### config.mk
export PLATFORM = sky130hd
export DESIGN_NAME = uart_rx_top
export DESIGN_NICKNAME = d
export VERILOG_FILES = /design/src/rtl/uart_rx_pkg.sv /design/src/rtl/uart_rx_sampler.sv /design/src/rtl/uart_rx_top.sv
export SDC_FILE = /design/constraint.sdc
export NUM_CORES = 1
export LEC_CHECK = 0
export BUFFER_PORTS_ARGS = -buffer_cell sky130_fd_sc_hd__buf_4
export CAP_MARGIN = 20
export CORE_MARGIN = 2
export CORE_UTILIZATION = 45
export CTS_CLUSTER_DIAMETER = 200
export DETAILED_ROUTE_END_ITERATION = 8
export GPL_TIMING_DRIVEN = 1
export SYNTH_ARGS = -nofsm -noshare
export SYNTH_HDL_FRONTEND = slang
export SYNTH_HIERARCHICAL = 1
export SYNTH_SLANG_ARGS = --single-unit
### constraint.sdc
create_clock -name clk -period 3.3 [get_ports clk]
set_input_delay 0.165 -clock clk [delete_from_list [all_inputs] [get_ports clk]]
set_output_delay 0.165 -clock clk [all_outputs]
set_load 0.005 [all_outputs]
### src/rtl/uart_rx_pkg.sv
// Shared UART receiver definitions: FSM state encoding, parity-type constants
// and the parity check helper.
package uart_rx_pkg;

  typedef enum logic [2:0] {
    IDLE   = 3'd0,
    START  = 3'd1,
    DATA   = 3'd2,
    PARITY = 3'd3,
    STOP   = 3'd4,
    BREAK  = 3'd5
  } rx_state_e;

  localparam logic PAR_EVEN = 1'b0;
  localparam logic PAR_ODD  = 1'b1;

  // True when the data XOR plus the received parity bit violates the parity type.
  function automatic logic par_mismatch(input logic data_xor, input logic par_bit,
                                        input logic par_type);
    logic total;
    total = data_xor ^ par_bit;
    return (par_type == PAR_ODD) ? (total != 1'b1) : (total != PAR_EVEN);
  endfunction

endpackage

### src/rtl/uart_rx_sampler.sv
// Two-flop rx synchronizer plus the bclk tick counter that produces the
// half-bit (START) or full-bit sampling strobe.
module uart_rx_sampler
  import uart_rx_pkg::*;
#(
  parameter int OVERSAMPLING = 16
) (
  input  logic i_clk,
  input  logic i_rst_n,
  input  logic i_bclk,
  input  logic i_rx,
  input  logic i_clr,
  input  logic i_half,
  output logic o_rx_s,
  output logic o_mid_tick
);

  localparam int CNT_W = $clog2(OVERSAMPLING);
  localparam logic [CNT_W-1:0] HALF_M1 = CNT_W'(OVERSAMPLING / 2 - 1);
  localparam logic [CNT_W-1:0] FULL_M1 = CNT_W'(OVERSAMPLING - 1);

  logic [1:0]       r_sync;
  logic [CNT_W-1:0] r_cnt;
  logic [CNT_W-1:0] w_target;

  assign w_target   = i_half ? HALF_M1 : FULL_M1;
  assign o_mid_tick = i_bclk & (r_cnt == w_target);
  assign o_rx_s     = r_sync[1];

  // Synchronizer resets to the idle-high line level so reset never looks like a start bit.
  always_ff @(posedge i_clk or negedge i_rst_n) begin
    if (!i_rst_n) begin
      r_sync <= 2'b11;
      r_cnt  <= {CNT_W{1'b0}};
    end else begin
      r_sync <= {r_sync[0], i_rx};
      if (i_bclk) begin
        if (i_clr || o_mid_tick) begin
          r_cnt <= {CNT_W{1'b0}};
        end else begin
          r_cnt <= r_cnt + CNT_W'(1);
        end
      end
    end
  end

endmodule

### src/rtl/uart_rx_top.sv
// Oversampled UART receiver: start/data/parity/stop framing with parity and
// framing error flags qualified by a one-clk dataValid pulse.
module uart_rx_top
  import uart_rx_pkg::*;
#(
  parameter int DATAWIDTH    = 8,
  parameter int OVERSAMPLING = 16
) (
  input  logic                 clk,
  input  logic                 rst,
  input  logic                 bclk,
  input  logic                 rx_in,
  input  logic                 parEnable,
  input  logic                 parityType,
  output logic [DATAWIDTH-1:0] dataOut,
  output logic                 dataValid,
  output logic                 parity_error,
  output logic                 framing_error,
  output logic                 busy
);

  localparam int BW = $clog2(DATAWIDTH + 1);
  localparam logic [BW-1:0] LAST_BIT = BW'(DATAWIDTH - 1);

  rx_state_e            r_state;
  logic [DATAWIDTH-1:0] r_shift;
  logic [BW-1:0]        r_bitcnt;
  logic                 r_xor;
  logic                 r_par_en;
  logic                 r_par_type;
  logic                 r_par_err;
  logic                 w_rx_s;
  logic                 w_mid;
  logic                 w_clr;
  logic                 w_half;

  assign w_clr  = (r_state == IDLE) || (r_state == BREAK);
  assign w_half = (r_state == START);

  uart_rx_sampler #(
    .OVERSAMPLING(OVERSAMPLING)
  ) u_sampler (
    .i_clk     (clk),
    .i_rst_n   (rst),
    .i_bclk    (bclk),
    .i_rx      (rx_in),
    .i_clr     (w_clr),
    .i_half    (w_half),
    .o_rx_s    (w_rx_s),
    .o_mid_tick(w_mid)
  );

  // Receive FSM with registered outputs; error flags only live alongside dataValid.
  always_ff @(posedge clk or negedge rst) begin
    if (!rst) begin
      r_state       <= IDLE;
      r_shift       <= {DATAWIDTH{1'b0}};
      r_bitcnt      <= {BW{1'b0}};
      r_xor         <= 1'b0;
      r_par_en      <= 1'b0;
      r_par_type    <= 1'b0;
      r_par_err     <= 1'b0;
      dataOut       <= {DATAWIDTH{1'b0}};
      dataValid     <= 1'b0;
      parity_error  <= 1'b0;
      framing_error <= 1'b0;
      busy          <= 1'b0;
    end else begin
      dataValid     <= 1'b0;
      parity_error  <= 1'b0;
      framing_error <= 1'b0;
      case (r_state)
        IDLE: begin
          if (bclk && !w_rx_s) begin
            r_state    <= START;
            busy       <= 1'b1;
            r_par_en   <= parEnable;
            r_par_type <= parityType;
          end
        end
        START: begin
          if (w_mid) begin
            if (w_rx_s) begin
              r_state <= IDLE;
              busy    <= 1'b0;
            end else begin
              r_state   <= DATA;
              r_bitcnt  <= {BW{1'b0}};
              r_xor     <= 1'b0;
              r_par_err <= 1'b0;
            end
          end
        end
        DATA: begin
          if (w_mid) begin
            r_shift  <= {w_rx_s, r_shift[DATAWIDTH-1:1]};
            r_xor    <= r_xor ^ w_rx_s;
            r_bitcnt <= r_bitcnt + BW'(1);
            if (r_bitcnt == LAST_BIT) begin
              r_state <= r_par_en ? PARITY : STOP;
            end
          end
        end
        PARITY: begin
          if (w_mid) begin
            r_par_err <= par_mismatch(r_xor, w_rx_s, r_par_type);
            r_state   <= STOP;
          end
        end
        STOP: begin
          if (w_mid) begin
            dataOut       <= r_shift;
            dataValid     <= 1'b1;
            parity_error  <= r_par_en & r_par_err;
            framing_error <= ~w_rx_s;
            if (w_rx_s) begin
              r_state <= IDLE;
              busy    <= 1'b0;
            end else begin
              r_state <= BREAK;
            end
          end
        end
        // A held-low line must return high before another start bit is accepted.
        BREAK: begin
          if (w_rx_s) begin
            r_state <= IDLE;
            busy    <= 1'b0;
          end
        end
        default: begin
          r_state <= IDLE;
          busy    <= 1'b0;
        end
      endcase
    end
  end

endmodule

==> results.cfg <==
[yosys]
synth_area_leaders = dfrtp_1 (49%), mux2_1 (11%), dfstp_2 (2.9%)
syn_nets = 160
syn_area_per_cell_um2 = 11.8
async_flop_share_pct = 100
yosys_register_bits = 37
seq_area_frac_synth_pct = 51.9
synth_edf_count = 0
synth_area_um2 = 1790
synthDistinctLibCells = 46
synth_flop_cell = dfrtp_1
netlist_instances = 152
synth_top_area_share_pct = 48.9
yosys.area.top_type = dfrtp_1
ys_warn_count = 6

[layout]
final_cell_area_um2 = 2090
nets = 179
area_growth_syn_to_layout_pct = 16.8
n_antenna_cell = 0
final_common_cell = dfrtp_1
postLayoutCoreUtil_pct = 55.8
mostFrequentLayoutCells = dfrtp_1 (35), buf_4 (21), mux2_1 (18), inv_1 (9), nand2_1 (7)
layout-drive-gt1-share_pct = 21.5

[timing]
relSlewSlack_pct = 56.6
setup_ws_ns = 0.691
finalHoldViolCount = 0
clock_skew_ns = 0.00726
rsz0062_at_grt = no
drv_slew = 0
worst_hold_slack_ns = 0.0850
fin_crit_ns = 2.61
finalSetupViolations = 0
timing.fmax_mhz = 383
post-route-period-util_pct = 79.0
setup_tns_ns = 0
tightest_slew_ns = 0.649

[global_route]
grt.overflow.total = 0
grt_max_degree = 38
grt_pass1_wl_um = 5460
grt_pass1_vias = 1167
track_usage_pct = 16.5
grt_antenna_before_repair = 0

[worst_setup_path]
required_ns = 3.47
crit_type = flip-flop to flip-flop
worstReg2RegStart = r_state[2]$_DFFE_PN0P_
cp_max_fo = 15
critPathLaunch = r_state[2]$_DFFE_PN0P_
crit_arrival_ns = 2.78
cp-start-kind = flip-flop
cp-end-kind = flip-flop

[detailed_routing]
num_vias = 1216
ant_nets = 0
dr.pass1.iters = 4
drc_errors = 0
via_per_inst = 5.53
wl_per_cell_um = 14.0
finalWirelength_um = 3070
drtIter0Drc = 49

[clock_network]
post-cts-setup-buffer-count = 0
cts_buffers = 5
cts.sinks = 37
clockRootBuffer = clkbuf_8
clkTransAtPathRegs_ns = 0.07
cts_tree = yes
clk_latency_ns = 0.29
cts_resized = 0
htree_levels = 2
clk_path_buf_depth = 2
holdBufCountCts = 2

[outcome]
status = finished clean

[placed_design]
gp_congestion = 0.772
place_hpwl_um = 2090
dp_slack_ns = 0.679
dpl_cell_area_um2 = 1940
portBuffers = 17

[min_path]
min_from = parityType
worstHoldPathType = input pin to flip-flop

[power]
p_per_area_nw_per_um2 = 627
irDropWorstVdd_v = 0.000367
leakagePower_uw = 0.000986

[die]
dieWidth_um = 67.1
ioPinCount = 18
rows = 22
core-area_um2 = 3740
die-area_um2 = 4500
die_height_um = 67.1
initial_core_util_pct = 47.8

[flow_run]
cap_violations = 0
## state kept, by name, indices dropped and copies added (netlist names), 2 cells and up
name / count
u_sampler/r_sync: 2
r_bitcnt: 4
u_sampler/r_cnt: 4
r_state: 3
dataOut: 8
r_shift: 8
## synth_stat cells, types with 3 or more instances
master / count
o21ai_1: 4
o32ai_1: 3
nand3b_1: 3
buf_6: 3
nand2b_1: 4
nor2_1: 4
xnor2_1: 3
nand3_1: 4
o21ai_0: 6
buf_2: 4
dfrtp_1: 35
nand2_1: 7
mux2_1: 18
a21oi_1: 4
inv_1: 9
## power breakdown
| group | internal (uW) | switching [uW] | total [uW] |
|---|---|---|---|
| Sequential | 514 | 74.6 | 589 |
| Combinational | 126 | 129 | 256 |
| Clock | 300 | 166 | 466 |
| Total | 941 | 370 | 1310 |
## final timing paths
kind,to,cells past startpoint,slack [ns]
setup / recovery,dataOut[7]$_DFFE_PN0P_,7,0.69
hold / removal,r_par_type$_DFFE_PN0P_,2,0.08
setup reg to reg,dataOut[7]$_DFFE_PN0P_,7,0.69
hold reg to reg,u_sampler/r_sync[1]$_DFF_PN1_,0,0.36
max in group asynchronous,u_sampler/r_sync[0]$_DFF_PN1_,2,2.59
min in group asynchronous,dataValid$_DFF_PN0_,2,0.36
## routing by layer
metal,track usage [%],up-vias,wire (um)
met3,5.74,7,142
met5,0,-,0
li1,-,584,-
met1,21.3,599,1450
met2,24.6,26,1430
met4,7.91,0,55
## metrics by stage
| step | power, uW | cells |
|---|---|---|
| floorplan | 792 | 152 |
| global placement | 838 | 210 |
| detailed placement | 852 | 210 |
| CTS | 1320 | 220 |
| global route | 1390 | 220 |
| finish | 1310 | 220 |
## logic make-up after synthesis
family                     Yosys count  synth area share [%]
DFF                                 37                  51.9
adders and majority gates            2                  1.40
AOI/OAI and AO/OA                   32                  12.4
muxes                               20                  12.4
buffers and inverters               21                  6.43
xor gates and xnor gates             4                  1.96
and+or+nand+nor                     36                  13.5
## critical path, stage by stage (launching register included)
cell,delay (ns)
dfrtp_1,0.63
nor2_1,0.11
and2_1,0.21
xnor2_1,0.17
nor3b_1,0.21
buf_4,0.21
nor4b_4,0.57
mux2_1,0.38
## layout make-up
cell class                      instances  area, um^2
Multi-Input combinational cell         94         753
Clock inverter                          3        65.1
Inverter                               10        37.5
Sequential cell                        37         928
Timing Repair Buffer                   23         178
Tap cell                               48        60.1
Fill cell                             337        1650
Clock buffer                            5        68.8
Note: power is estimated with default switching activity, not from simulation.
